--- config.mk ---
export PLATFORM = sky130hd
export DESIGN_NAME = sipo_frame_ctrl
export DESIGN_NICKNAME = d
export VERILOG_FILES = /design/src/rtl/sipo_frame_ctrl.sv
export SDC_FILE = /design/constraint.sdc
export NUM_CORES = 1
export LEC_CHECK = 0
export ABC_AREA = 1
export ABC_CLOCK_PERIOD_IN_PS = 1300
export CAP_MARGIN = 20
export CORE_AREA = 2 2 48 59
export DETAILED_ROUTE_END_ITERATION = 8
export DIE_AREA = 0 0 50 61
export PLACE_DENSITY = 0.74
export SLEW_MARGIN = 20
export SYNTH_ARGS = -nofsm -noshare
export SYNTH_HDL_FRONTEND = slang
export SYNTH_SLANG_ARGS = --single-unit
--- constraint.sdc ---
create_clock -name clk -period 1.3 [get_ports clk]
set_clock_uncertainty 0.1 [all_clocks]
set_input_delay 0.13 -clock clk [delete_from_list [all_inputs] [get_ports clk]]
set_output_delay 0.13 -clock clk [all_outputs]
set_load 0.02 [all_outputs]
--- src/rtl/sipo_frame_ctrl.sv ---
// Framed serial receiver: start bit, WIDTH data bits MSB first, optional even parity, stop bit.
// The received word is held in po and offered to the consumer on a valid/ready handshake.
module sipo_frame_ctrl #(
  parameter int WIDTH     = 8,
  parameter bit PARITY_EN = 1'b1
) (
  input  logic             clk,
  input  logic             rst,
  input  logic             si,
  input  logic             bit_en,
  output logic [WIDTH-1:0] po,
  output logic             po_valid,
  input  logic             po_ready,
  output logic             busy,
  output logic             parity_err,
  output logic             frame_err,
  output logic             overrun
);

  typedef enum logic [1:0] {
    IDLE   = 2'd0,
    DATA   = 2'd1,
    PARITY = 2'd2,
    STOP   = 2'd3
  } state_t;

  localparam int            CW   = $clog2(WIDTH);
  localparam logic [CW-1:0] LAST = CW'(WIDTH - 1);

  state_t           state_r;
  state_t           next_s;
  logic [WIDTH-1:0] shift_r;
  logic [CW-1:0]    cnt_r;
  logic             perr_r;
  logic             load_s;
  logic             perr_pulse_s;
  logic             ferr_pulse_s;
  logic             ovr_pulse_s;

  function automatic logic odd_ones(input logic [WIDTH-1:0] d);
    return ^d;
  endfunction

  // State register
  always_ff @(posedge clk or negedge rst) begin
    if (!rst) state_r <= IDLE;
    else      state_r <= next_s;
  end

  // Next-state logic; the FSM only advances on bit strobes
  always_comb begin
    next_s = state_r;
    if (bit_en) begin
      case (state_r)
        IDLE:    next_s = si ? IDLE : DATA;
        DATA:    begin
          if (cnt_r == LAST) next_s = PARITY_EN ? PARITY : STOP;
          else               next_s = DATA;
        end
        PARITY:  next_s = STOP;
        STOP:    next_s = IDLE;
        default: next_s = IDLE;
      endcase
    end else begin
      next_s = state_r;
    end
  end

  // Stop-bit outcome decode; frame error outranks parity error, which outranks overrun
  always_comb begin
    load_s       = 1'b0;
    perr_pulse_s = 1'b0;
    ferr_pulse_s = 1'b0;
    ovr_pulse_s  = 1'b0;
    if (bit_en && (state_r == STOP)) begin
      if (!si)                         ferr_pulse_s = 1'b1;
      else if (perr_r)                 perr_pulse_s = 1'b1;
      else if (po_valid && !po_ready)  ovr_pulse_s  = 1'b1;
      else                             load_s       = 1'b1;
    end else begin
      load_s = 1'b0;
    end
  end

  // Shift register, bit counter and parity accumulator
  always_ff @(posedge clk or negedge rst) begin
    if (!rst) begin
      shift_r <= '0;
      cnt_r   <= '0;
      perr_r  <= 1'b0;
    end else if (bit_en) begin
      case (state_r)
        IDLE: begin
          if (!si) begin
            cnt_r  <= '0;
            perr_r <= 1'b0;
          end
        end
        DATA: begin
          shift_r <= {shift_r[WIDTH-2:0], si};
          cnt_r   <= cnt_r + CW'(1);
        end
        PARITY: begin
          if (PARITY_EN) perr_r <= odd_ones(shift_r) ^ si;
          else           perr_r <= 1'b0;
        end
        default: ;
      endcase
    end
  end

  // Holding register, handshake and one-cycle status pulses
  always_ff @(posedge clk or negedge rst) begin
    if (!rst) begin
      po         <= '0;
      po_valid   <= 1'b0;
      parity_err <= 1'b0;
      frame_err  <= 1'b0;
      overrun    <= 1'b0;
    end else begin
      if (load_s) begin
        po       <= shift_r;
        po_valid <= 1'b1;
      end else if (po_valid && po_ready) begin
        po_valid <= 1'b0;
      end
      parity_err <= perr_pulse_s;
      frame_err  <= ferr_pulse_s;
      overrun    <= ovr_pulse_s;
    end
  end

  assign busy = (state_r != IDLE);

endmodule

==> impl_metrics.yaml <==
yosys:
  syn-cell-area_sq_um: 1240
  syn-num-nets: 157
  syn_avg_cell_area_sq_um: 8.27
  ys_warn_count: 0
  yosysSeqAreaShare_pct: 52.4
  synthCells: 150
  synthTopCellsByArea: "dfrtp_1 (52%), nand2_1 (19%), o21ai_2 (6.4%), inv_1 (5.1%), o21ai_0 (4.0%)"
  ys_types: 16
  netlist.area_leader.share_pct: 52.4
  ys_ff_latch: 26
  yosysTopAreaCell: "dfrtp_1"
global_route:
  grt_max_degree: 27
  grt_pass1_vias: 1184
  grt_usage_pct: 22.2
  globalRouteOverflowTotal: 0
  grt_pass1_wl_mm: 4.93
  antenna_found_initial: 0
sta:
  maxSlewViolCount: 0
  rsz0062_at_grt: "true"
  setup_tns_ps: -277
  hold-worst-slack_ps: 33.4
  period_minus_slack_ps: 1350
  worst_slack_ps: -54.3
  worst_pin_slew_ps: 254
  fmax_ghz: 0.738
  setup_viol: 9
  relSlewSlack_pct: 83.0
  finalHoldViolations: 0
  fin_crit_sh_pct: 104
detailed_routing:
  viasPerCell: 5.16
  wl_per_cell_um: 13.4
  drt-total-wl_mm: 3.10
  drtAntennaViolNets: 0
  num_vias: 1197
  first_pass_iters: 4
  drt-initial-drc-count: 31
  drc: 0
cts:
  numClockSinks: 26
  cts_tree: "built"
  clk_latency_ps: 330
  path_clk_slew_ps: 140
  max-clock-path-buffers: 2
  cts_max_level: 1
  clock_tree.root_cell: "clkbuf_4"
  hold_buffers: 0
  numCtsBuffers: 3
worst_setup_path:
  cp.arrival_ps: 1520
  critPathLaunch: "state_r[0]"
  cp.required_ps: 1470
  startpoint_type: "flip-flop"
  r2r-start: "state_r[0]"
  path_class: "flip-flop to flip-flop"
  cp_max_fo: 8
  endpoint_kind: "flip-flop"
place:
  post-place-cells: 217
  portBuffers: 17
  place_hpwl_mm: 1.93
  gp_congestion: 0.767
  post-place-ws_ps: -209
min_path:
  hold_path_class: "input pin to asynchronous set/reset pin"
layout:
  nets: 207
  areaGrowthSynthToFinish_pct: 41.2
  stdcell_count: 232
  register_area_sq_um: 652
  diodes: 0
  drive_gt1_share_pct: 36.7
  nFillCells: 194
  final_util_pct: 70.8
  multi_input_area_sq_um: 582
floorplanning:
  rows: 20
  core_area_sq_um: 2480
  die_w_um: 50
  pin_count: 18
  start_util_pct: 50.1
  die_y_um: 61
  dieArea_sq_um: 3050
power:
  cellPowerDensity_nw_per_um2: 2150
  power_leakage_nw: 0.916
  ir_drop_mv: 1.16
flow_run:
  cap_violations: 0
outcome:
  violations: "setup timing"
  status: "finished with violations"
placed cells by master, fill, tap and decap left out, drive strengths merged:
cell type	n
nor2	7
nand3	8
a21oi	3
clkdlybuf4s50	4
ha	2
buf	29
inv	18
o21ai	19
nand2	66
clkbuf	9
clkdlybuf4s15	4
dfrtp	26
nor4	1
dlygate4sd2	3
flip-flops by register name, summed over array words and instances (netlist names), named ones only:
name        cells
po              8
state_r         1
cnt_r           3
perr_r          1
po_valid        1
parity_err      1
shift_r         8
overrun         1
frame_err       1
power by group:
part / switching [mW] / total, mW / internal [mW]
combinational: 1.16 / 2.06 / 0.897
sequential: 0.247 / 1.34 / 1.09
clock: 0.248 / 0.369 / 0.121
total: 1.66 / 3.77 / 2.11
worst max-delay path: stages, from the launching register on:
cell	delay [ps]
dfrtp_1	430
buf_6	130
nand2_4	60
nor2_4	120
buf_12	130
nand3_4	150
o21ai_2	170
metal layers:
metal / vias to the layer above / part of all wire (%) / track usage (%) / wire (um)
li1: 570 / - / - / -
met1: 566 / 36 / 21.8 / 1110
met2: 45 / 56 / 43.2 / 1750
met3: 16 / 4.0 / 3.45 / 123
met4: 0 / 3.9 / 14.7 / 122
met5: - / 0 / 0 / 0
cell usage after synthesis:
cell type  number
ha_1            2
nand2_1        63
buf_6           1
nor2_4          1
buf_2           1
nand3_4         1
o21ai_0        10
nor2_1          6
a21oi_1         3
dfrtp_1        26
nand3_1         5
nand2_2         3
inv_1          17
nor4_1          1
o21ai_2         9
inv_2           1
final cells by class:
cell class | instances | share of cell area (%)
sequential | 26 | 37.2
multi-input combinational | 106 | 33.2
timing repair buffer | 45 | 21.8
inverter | 18 | 4.00
tap | 33 | 2.36
clock buffer | 4 | 1.50
path summary, 6_finish.rpt:
check,end,slack [ps],cells past startpoint
max reg2reg,po[2],-50,6
min in group clk,overrun,380,4
min reg2reg,po[3],400,2
max,po[2],-50,6
max in group asynchronous,po[5],910,2
min,shift_r[2],30,2
timing repair:
action	4_1_cts	5_1_grt
setup endpoints to repair	27	23
pin swaps	2	1
buffers inserted	5	4
cloned	2	0
resized for setup	29	29
metrics by stage:
step	cell area [sq um]	total power [mW]
after global routing	1750	4.07
after CTS	1710	3.60
after floorplan	1240	2.37
final	1750	3.77
after detailed placement	1590	3.11
after global placement	1590	3.00
cells by family (layout without fill, tap and decap cells):
family          count (synthesis)  in the layout  synth area share [%]
buf+inv                        20             67                  6.75
compound gates                 22             22                  11.6
fa+ha+maj                       2              2                  2.02
simple gates                   80             82                  27.2
flops                          26             26                  52.4
No activity file was read; power rests on OpenSTA's default activity.
